$ cat src/rtl/video_vga_pkg.sv
// Shared types and default timing for the VGA horizontal timing generator.
package video_vga_pkg;

    typedef enum logic {
        UNLOCKED = 1'b0,
        LOCKED   = 1'b1
    } lock_state_t;

    localparam int DEF_HPERIOD     = 896;
    localparam int DEF_HSYNC_END   = 106;
    localparam int DEF_SCANOUT_BEG = 156;
    localparam int DEF_SCANOUT_LEN = 720;

    // A TV line start is in phase when loading resync_val would not move the count.
    function automatic logic is_in_phase(input logic [31:0] hcount,
                                         input logic [31:0] resync_val,
                                         input logic        line_half);
        return (hcount == resync_val - 32'd1) && !line_half;
    endfunction

endpackage

$ cat src/rtl/video_vga_lock_mon.sv
// Lock monitor: declares lock after LOCK_CNT in-phase TV line starts, drops it on a
// phase error or after MISS_LINES VGA lines without any TV line start.
module video_vga_lock_mon
    import video_vga_pkg::*;
#(
    parameter int LOCK_CNT   = 4,
    parameter int MISS_LINES = 4
) (
    input  logic clk,
    input  logic rst_n,
    input  logic hsync_start,
    input  logic in_phase,
    input  logic wrap,
    output logic locked
);

    localparam int MW = $clog2(LOCK_CNT + 1);
    localparam int SW = $clog2(MISS_LINES + 1);

    lock_state_t     state_reg;
    logic [MW-1:0]   match_cnt_reg;
    logic [SW-1:0]   miss_cnt_reg;

    always_ff @(posedge clk or negedge rst_n) begin
        if (!rst_n) begin
            state_reg     <= UNLOCKED;
            match_cnt_reg <= '0;
            miss_cnt_reg  <= '0;
        end else begin
            case (state_reg)
                UNLOCKED: begin
                    miss_cnt_reg <= '0;
                    if (hsync_start) begin
                        if (!in_phase) begin
                            match_cnt_reg <= '0;
                        end else if (match_cnt_reg == MW'(LOCK_CNT - 1)) begin
                            state_reg     <= LOCKED;
                            match_cnt_reg <= '0;
                        end else begin
                            match_cnt_reg <= match_cnt_reg + MW'(1);
                        end
                    end
                end
                LOCKED: begin
                    // A TV line start always clears the miss count, even on a wrap cycle.
                    if (hsync_start) begin
                        miss_cnt_reg <= '0;
                        if (!in_phase) begin
                            state_reg <= UNLOCKED;
                        end
                    end else if (wrap) begin
                        if (miss_cnt_reg == SW'(MISS_LINES - 1)) begin
                            state_reg    <= UNLOCKED;
                            miss_cnt_reg <= '0;
                        end else begin
                            miss_cnt_reg <= miss_cnt_reg + SW'(1);
                        end
                    end
                end
                default: state_reg <= UNLOCKED;
            endcase
        end
    end

    assign locked = (state_reg == LOCKED);

endmodule

$ cat src/rtl/video_vga_hsync_gen.sv
// VGA horizontal timing at twice the TV line rate, slaved to the TV hsync_start pulse.
// Produces sync, scanout strobes, half-line phase and a lock indication.
module video_vga_hsync_gen
    import video_vga_pkg::*;
#(
    parameter int CW          = 10,
    parameter int HPERIOD     = DEF_HPERIOD,
    parameter int RESYNC_VAL  = 2,
    parameter int HSYNC_END   = DEF_HSYNC_END,
    parameter int SCANOUT_BEG = DEF_SCANOUT_BEG,
    parameter int SCANOUT_LEN = DEF_SCANOUT_LEN,
    parameter bit SYNC_NEG    = 1'b0,
    parameter int LOCK_CNT    = 4,
    parameter int MISS_LINES  = 4
) (
    input  logic          clk,
    input  logic          rst_n,
    input  logic          hsync_start,
    output logic          vga_hsync,
    output logic          scanout_start,
    output logic          scanout_active,
    output logic          line_half,
    output logic          locked,
    output logic [CW-1:0] hpos
);

    localparam logic [CW-1:0] HMAX   = CW'(HPERIOD - 1);
    localparam logic [CW-1:0] RESYNC = CW'(RESYNC_VAL);
    localparam logic [CW-1:0] HS_END = CW'(HSYNC_END);
    localparam logic [CW-1:0] SO_BEG = CW'(SCANOUT_BEG);
    localparam logic [CW-1:0] SO_END = CW'(SCANOUT_BEG + SCANOUT_LEN);

    logic [CW-1:0] hcount_reg, hcount_next;
    logic          line_half_reg, line_half_next;
    logic          sync_reg, scanout_start_reg, scanout_active_reg;
    logic          wrap, in_phase, out_phase;

    always_comb begin
        wrap           = (hcount_reg == HMAX);
        in_phase       = hsync_start && is_in_phase(32'(hcount_reg), 32'(RESYNC_VAL), line_half_reg);
        out_phase      = hsync_start && !in_phase;
        hcount_next    = hcount_reg + CW'(1);
        line_half_next = line_half_reg;
        // The TV line start takes priority over the VGA wrap.
        if (hsync_start) begin
            hcount_next    = RESYNC;
            line_half_next = 1'b0;
        end else if (wrap) begin
            hcount_next    = '0;
            line_half_next = !line_half_reg;
        end
    end

    always_ff @(posedge clk or negedge rst_n) begin
        if (!rst_n) begin
            hcount_reg         <= '0;
            line_half_reg      <= 1'b0;
            sync_reg           <= 1'b0;
            scanout_start_reg  <= 1'b0;
            scanout_active_reg <= 1'b0;
        end else begin
            hcount_reg        <= hcount_next;
            line_half_reg     <= line_half_next;
            scanout_start_reg <= (hcount_reg == SO_BEG);

            // Sync only starts on count 0, so a load that jumps over 0 skips the pulse.
            if (hcount_reg == '0) begin
                sync_reg <= 1'b1;
            end else if (hcount_reg == HS_END) begin
                sync_reg <= 1'b0;
            end

            if (out_phase) begin
                scanout_active_reg <= 1'b0;
            end else if (hcount_reg == SO_BEG) begin
                scanout_active_reg <= 1'b1;
            end else if (hcount_reg == SO_END) begin
                scanout_active_reg <= 1'b0;
            end
        end
    end

    video_vga_lock_mon #(
        .LOCK_CNT   (LOCK_CNT),
        .MISS_LINES (MISS_LINES)
    ) u_lock_mon (
        .clk         (clk),
        .rst_n       (rst_n),
        .hsync_start (hsync_start),
        .in_phase    (in_phase),
        .wrap        (wrap),
        .locked      (locked)
    );

    assign hpos           = hcount_reg;
    assign line_half      = line_half_reg;
    assign vga_hsync      = sync_reg ^ SYNC_NEG;
    assign scanout_start  = scanout_start_reg;
    assign scanout_active = scanout_active_reg;

endmodule

$ cat config.mk
export PLATFORM = sky130hd
export DESIGN_NAME = video_vga_hsync_gen
export DESIGN_NICKNAME = d
export VERILOG_FILES = /design/src/rtl/video_vga_pkg.sv /design/src/rtl/video_vga_lock_mon.sv /design/src/rtl/video_vga_hsync_gen.sv
export SDC_FILE = /design/constraint.sdc
export NUM_CORES = 1
export LEC_CHECK = 0
export BUFFER_PORTS_ARGS = -buffer_cell sky130_fd_sc_hd__buf_2
export CORE_MARGIN = 8
export CORE_UTILIZATION = 49
export CTS_CLUSTER_DIAMETER = 120
export DETAILED_ROUTE_END_ITERATION = 8
export PLACE_DENSITY = 0.8
export SKIP_CTS_REPAIR_TIMING = 1
export SLEW_MARGIN = 20
export SYNTH_ARGS = -nofsm -noshare
export SYNTH_HDL_FRONTEND = slang
export SYNTH_SLANG_ARGS = --single-unit
$ cat constraint.sdc
create_clock -name clk -period 2.9 [get_ports clk]
set_input_delay 0.29 -clock clk [delete_from_list [all_inputs] [get_ports clk]]
set_output_delay 0.29 -clock clk [all_outputs]
set_load 0.1 [all_outputs]
# Word-level counts from Yosys, hierarchy flattened
# Cells that the tools add are included.
# W data, S select, Z words.
# word_totals
ff_bits	21
out_inout_bits	15
elab_cells	53
# classes
add_sub_neg	3
n_eq_ne	8
n_mux	23
n_bitwise	1
reduce_logical	10
# ops
op	count
$eq A10 B10 Y1 const B	2
$mux W10	2
$mux W3	5
$mux W1	14
$add A10 B1 Y10 const B	1
$eq A10 B1 Y1 const B	1
$eq A10 B7 Y1 const B	1
$eq A10 B8 Y1 const B	1
$logic_not A10 Y1	1
$add A3 B1 Y3 const B	2
$eq A3 B2 Y1 const B	2
$pmux W3 S2	1
$reduce_bool A2 Y1	2
$logic_and A1 B1 Y1	3
$ne A3 B2 Y1 const B	1
$reduce_bool A3 Y1	1
$logic_not A1 Y1	2
$pmux W1 S2	1
$reduce_and A2 Y1	1
$not A1 Y1	1

# Longest topological paths before layout
# Gate-level depths: netlist of run 1.
# logic_depth
word_depth	6
ltp_mapped	6
ltp_nobuf	6

# Modules after synthesis
# A second synthesis of run 1 with hierarchy kept.
# unflattened
hier_cells	123
hier_area_um2	1223.7
# modules_own_cells
mod	instances	cells_per_inst	area_per_inst_um2	seq_area_each_um2
video_vga_hsync_gen	1	89	880.8	350.3
video_vga_lock_mon	1	34	342.8	175.2

# Least setup slack after synthesis of run 1
# No wires, ideal clock.
# synth_timing
path_type	register to register
startpoint	register hcount_reg[0] (netlist: hpos[0])
endpoint	register u_lock_mon.match_cnt_reg[0]
setup_time_ps	64
t_arrival_ps	2451
required_time_ps	2836
slack_ps	385
path_stages_with_launch	6
period_less_slack_ps	2515
cell_sequence	dfrtp_1 > ha_1 > or4b_1 > or4_4 > nor4_2 > a21o_1
# synth_via
elab_chain_cells	4
# synth_rtl
item	line	source
start: declaration	video_vga_hsync_gen.sv:33	logic [CW-1:0] hcount_reg, hcount_next;
start signal: assignment	video_vga_hsync_gen.sv:62	hcount_reg <= hcount_next;
$eq A10 B1 Y1	video_vga_pkg.sv:18	return (hcount == resync_val - 32'd1) && !line_half;
$logic_and A1 B1 Y1	video_vga_pkg.sv:18	
$logic_and A1 B1 Y1	video_vga_hsync_gen.sv:40	in_phase = hsync_start && is_in_phase(32'(hcount_reg), 32'(RESYNC_VAL), line_half_reg);
$mux W3	video_vga_lock_mon.sv:34	if (!in_phase) begin
end signal: assignment	video_vga_lock_mon.sv:40	match_cnt_reg <= match_cnt_reg + MW'(1);
end: declaration	video_vga_lock_mon.sv:21	logic [MW-1:0] match_cnt_reg;
# No other way between the ends.
# A chain may end at the register's enable or synchronous reset.

# Worst setup path after layout of run 1
# layout_timing
startpoint	register hcount_reg[2] (netlist: hpos[2])
endpoint	register u_lock_mon.match_cnt_reg[0]
# The elaborated chain is that of the path after synthesis.

==> results.json, run 1 <==
{
  "period_share_pct": 69.1,
  "clkTransAtPathRegs_ns": 0.11,
  "root_buffer": "clkbuf_4",
  "fin_worst_skew_ns": 0.00150,
  "final_nets": 139,
  "slew-limit-headroom_pct": 67.2,
  "grt_overflow": 0,
  "final.min_clock_period_ns": 2.00,
  "portBuffers": 17,
  "placed_area_sq_um": 1190,
  "run_status": "complete, no violations",
  "setup_viol": 0,
  "row_count": 17,
  "seq_area_frac_synth_pct": 48.4,
  "met3_usage_pct": 1.41,
  "yosysWarnings": 0,
  "synth_cells": 110,
  "numCtsBuffers": 3,
  "hold_viol_final": 0,
  "track_usage_pct": 11.5,
  "synth_edf_count": 0,
  "antenna_found_initial": 0,
  "path_class": "flop to flop",
  "met2_usage_pct": 17.4,
  "hold_class": "input pin to flop",
  "drc": 0,
  "crit_fanout": 8,
  "postSynth.asyncResetShare_pct": 100,
  "vias_per_cell": 5.45,
  "tns_ns": 0,
  "area_delta_synth_final_pct": 13.0,
  "antenna_left": 0,
  "cts_max_path_buffers": 2,
  "gr-usage-met1_pct": 15.4,
  "drtPass1Iterations": 4,
  "drtIter0Drc": 35,
  "coreArea_sq_um": 2150,
  "yosysMostFrequentCell": "dfrtp_1",
  "worst_skew_pair.late_latency_ns": 0.30,
  "synth_nets": 119,
  "multi_input_area_sq_um": 522,
  "fillCellCount": 196,
  "synthTopCellsByArea": "dfrtp_1, ha_1, nor3_1, xnor2_1, nand2_1",
  "largest_reg_flops": 10,
  "fmax_mhz": 499,
  "fin_area_sq_um": 1230,
  "start_util_pct": 50.5,
  "synth_top_area_share_pct": 48.4,
  "critPathRequiredTime_ns": 3.15,
  "grt_pass1_wl_mm": 3.79,
  "routedWlPerCell_microns": 14.2,
  "rsz0062_at_grt": "no",
  "ff2ff_setup_slack_ns": 0.90,
  "crit_arrival_ns": 2.25,
  "ys_top_cells_by_count": "dfrtp_1, nand2_1, nor3_1",
  "grt_max_degree": 22,
  "fp.dieW_microns": 63.1,
  "cp-end-kind": "flop",
  "die-area_sq_um": 3980,
  "syn_area_sq_um": 1080,
  "drt-total-wl_mm": 2.23,
  "busiest_layer": "met2",
  "h-tree-depth": 1,
  "maxCapViolCount": 0,
  "regArea_sq_um": 526,
  "worst_slew_pin_slew_ns": 0.495,
  "yosysTopAreaCell": "dfrtp_1",
  "cts_tree": "done",
  "ios": 18,
  "vias": 855,
  "cts.sinks": 21,
  "cellLeakagePower_nw": 0.566,
  "hpwl_mm": 1.61,
  "synthFlopType": "dfrtp_1",
  "slew_viol_final": 0,
  "p_per_area_nw_per_um2": 456,
  "peakVddDrop_mv": 0.337,
  "die_h_microns": 63.1,
  "grt_pass1_vias": 824,
  "start_kind": "flop",
  "drive_gt1_share_pct": 18.6,
  "post-layout-total-power_mw": 0.559,
  "avgSynthCellArea_sq_um": 9.86,
  "yosysUniqueCellTypes": 31,
  "place_congestion": 0.855,
  "synth-seq-cells": 21,
  "antenna_cells": 0
}
## worst max-delay path: stages, from the launching register on
cell     delay, ns
dfrtp_1       0.48
or4_4         0.58
or4_4         0.53
nor4_2        0.25
a21o_1        0.11
## final cells by class
| cell class | count | area share [%] |
|---|---|---|
| well taps | 28 | 2.86 |
| inverters | 4 | 1.22 |
| multi-input cells | 81 | 42.6 |
| flip-flops and latches | 21 | 42.9 |
| repair buffers | 19 | 8.37 |
| clock buffers | 4 | 2.14 |
## placed cells by master (no fill, tap or decap)
cell type and count:
o31a_1 1, nor3_1 11, or4b_1 1, o31ai_1 2, a31oi_1 1, nand3b_1 1
o21a_1 1, a21o_1 1, buf_2 17, nor2_1 8, clkbuf_1 1, or3_1 1
a21oi_1 4, nor2b_1 2, nand2_1 11, nor4_2 1, or4_1 1, nand2b_1 2
a2bb2oi_1 1, ha_1 6, clkbuf_4 3, inv_1 4, nand3_1 4, o21bai_1 1
nor4_1 1, dlygate4sd3_1 1, or4_4 2, o21ai_0 6, xnor2_1 5, xor2_1 2
nand4b_1 2, buf_4 1, dfrtp_1 21, nand4_1 2
## worst paths after layout
| check | endpoint | start | depth (start not counted) |
|---|---|---|---|
| min reg2reg | u_lock_mon.miss_cnt_reg[2] | u_lock_mon.miss_cnt_reg[2] | 2 |
| max | u_lock_mon.match_cnt_reg[0] | hpos[2] | 4 |
| max in group asynchronous | hpos[2] | rst_n | 2 |
| min in group asynchronous | hpos[5] | rst_n | 2 |
| min | line_half | hsync_start | 2 |
| max reg2reg | u_lock_mon.match_cnt_reg[0] | hpos[2] | 4 |
## per-layer routing
metal / vias up / wire length, microns
li1: 430 / -
met1: 408 / 1140
met2: 13 / 980
met3: 4 / 59
met4: 0 / 56
met5: - / 0
## cells by family (layout without fill, tap and decap cells)
logic type,count (synthesis),count (layout),synth area share [%]
AO/OA/AOI/OAI,18,18,10.3
XOR/XNOR,7,7,5.65
adder cells (fa/ha/maj),6,6,6.92
buffers and inverters,8,27,3.46
flip-flops,21,21,48.4
AND/OR/NAND/NOR,50,50,25.3
## power by group
| part | total, mW | switching (mW) | internal [mW] |
|---|---|---|---|
| clock | 0.140 | 0.0863 | 0.0536 |
| sequential | 0.313 | 0.0126 | 0.301 |
| combinational | 0.105 | 0.0830 | 0.0224 |
## through the flow
stage	worst slack, ns	std cells	utilization, %	hold slack (ns)
after floorplan	0.385	110	-	-0.00559
after global placement	0.951	152	55.4	0.261
after detailed placement	0.922	152	55.4	0.264
after CTS	0.895	156	56.6	-0.0698
after global routing	0.795	157	57.1	0.357
final	0.896	157	57.1	0.333
Note: power is estimated with default switching activity, not from simulation.
==> inputs of run 2 (changes only) <==
Clock period 2.9 ns to 2.1 ns, I/O delays scaled along.
==> run 2 against run 1 <==
Count of clock-buffer cells in the layout did not move. Clock power rose by 35%. Worst hold slack got worse by 0.078 ns. Critical path type unchanged. Non-clock buffer count rose by 1. Utilization rose by 1.4 points. Worst setup slack got worse by 0.82 ns. Final cell count rose by 0.64%. Critical path depth rose by 1. Register-to-register slack got worse by 0.82 ns. Clock skew barely moved.
==> results.json, run 2 (same netlist as run 1, synthesis figures left out) <==
{
  "area_delta_synth_final_pct": 15.8,
  "routedWlPerCell_microns": 14.6,
  "cts_tree": "done",
  "drc": 0,
  "coreArea_sq_um": 2150,
  "maxCapViolCount": 0,
  "track_usage_pct": 12.4,
  "cellLeakagePower_nw": 0.554,
  "vias_per_cell": 5.67,
  "timing.rr.end": "u_lock_mon.match_cnt_reg[1]",
  "final.min_clock_period_ns": 2.02,
  "antenna_found_initial": 0,
  "final_common_cell": "buf_2",
  "critPathRequiredTime_ns": 2.31,
  "worst_skew_pair.late_latency_ns": 0.29,
  "clkTransAtPathRegs_ns": 0.11,
  "whs_path_depth": 2,
  "path_class": "flop to flop",
  "hold_class": "input pin to flop",
  "rsz0062_at_grt": "no",
  "dp_cells": 153,
  "start_util_pct": 50.5,
  "cp-end-kind": "flop",
  "reg2reg_depth": 5,
  "grt_pass1_wl_mm": 4.13,
  "worstSetupStartpoint": "hpos[1]",
  "placed_area_sq_um": 1220,
  "fin_cells": 158,
  "portBuffers": 17,
  "preCtsSetupSlack_ns": 0.0963,
  "drt-total-wl_mm": 2.31,
  "p_per_area_nw_per_um2": 615,
  "fin_util_pct": 58.5,
  "crit_fanout": 6,
  "fp.dieW_microns": 63.1,
  "final_nets": 140,
  "whs_endpoint": "hpos[6]",
  "period_share_pct": 96.2,
  "ff2ff_setup_slack_ns": 0.08,
  "h-tree-depth": 1,
  "numCtsBuffers": 3,
  "hpwl_mm": 1.68,
  "fin_area_sq_um": 1260,
  "root_buffer": "clkbuf_4",
  "start_kind": "flop",
  "r2r_start": "hpos[1]",
  "setup_viol": 0,
  "antenna_cells": 0,
  "drtPass1Iterations": 4,
  "tns_ns": 0,
  "fin_worst_skew_ns": 0.00181,
  "largest_reg_flops": 10,
  "min_from": "hsync_start",
  "peakVddDrop_mv": 0.390,
  "worst_slew_pin_slew_ns": 0.488,
  "vias": 896,
  "antenna_left": 0,
  "fmax_mhz": 495,
  "row_count": 17,
  "cts_max_path_buffers": 2,
  "grt_max_degree": 22,
  "crit_arrival_ns": 2.23,
  "drtIter0Drc": 32,
  "drive_gt1_share_pct": 27.7,
  "die_h_microns": 63.1,
  "ios": 18,
  "mostFrequentLayoutCells": "buf_2, nand2_1, nor3_1, dfrtp_1, nor2_1",
  "slew-limit-headroom_pct": 67.7,
  "grt_pass1_vias": 934,
  "fillCellCount": 197,
  "slew_viol_final": 0,
  "hold_viol_final": 0,
  "die-area_sq_um": 3980,
  "cts.sinks": 21,
  "fin_ws_ns": 0.0790,
  "grt_overflow": 0,
  "place_congestion": 0.813,
  "run_status": "complete, no violations"
}
[run 2: cell count changes in the layout (fill, tap and decap cells not counted), sizes merged]
cell / before / now
buf: 18 / 19
[run 2: worst max-delay path by stage]
stage,endpoint,slack (ns),depth (start not counted)
after global placement,u_lock_mon.match_cnt_reg[1],0.15,5
after floorplan,u_lock_mon.match_cnt_reg[1],0.009,4
after CTS,u_lock_mon.match_cnt_reg[1],0.07,5
after detailed placement,u_lock_mon.match_cnt_reg[1],0.1,5
final,u_lock_mon.match_cnt_reg[1],0.08,5
after global routing,u_lock_mon.match_cnt_reg[1],0.006,5
[run 2: report_power, final]
group          internal (mW)  switching, mW  leakage (nW)  total [mW]
registers              0.420         0.0184         0.267       0.438
logic                 0.0311          0.114         0.272       0.146
clock network         0.0739          0.115        0.0150       0.189
[run 2: critical path: stages, from the launching register on]
cell and delay, ns:
dfrtp_4 0.53, inv_2 0.07, ha_1 0.13, or4b_1 0.43, or4_4 0.54, o31ai_1 0.25
[run 2: metrics by stage]
stage	power [mW]	hold slack, ns
after floorplan	0.566	-0.0856
after global placement	0.588	0.178
after detailed placement	0.592	0.196
after CTS	0.783	-0.139
after global routing	0.813	0.275
final	0.773	0.256
[run 2: final cells by class]
cell class | instances | area, sq um | area share (%)
inverters | 4 | 15.0 | 1.20
well taps | 28 | 35.0 | 2.79
repair buffers | 20 | 110 | 8.77
flip-flops and latches | 21 | 548 | 43.6
clock buffers | 4 | 26.3 | 2.09
multi-input cells | 81 | 522 | 41.5
[run 2: metal layers]
| metal | vias to the layer above | track usage [%] | share of wire (%) |
|---|---|---|---|
| met1 | 449 | 14.0 | 45 |
| met4 | 0 | 7.41 | 1.2 |
| li1 | 429 | - | - |
| met3 | 2 | 2.12 | 3.8 |
| met5 | - | 0 | 0 |
| met2 | 16 | 21.1 | 50 |
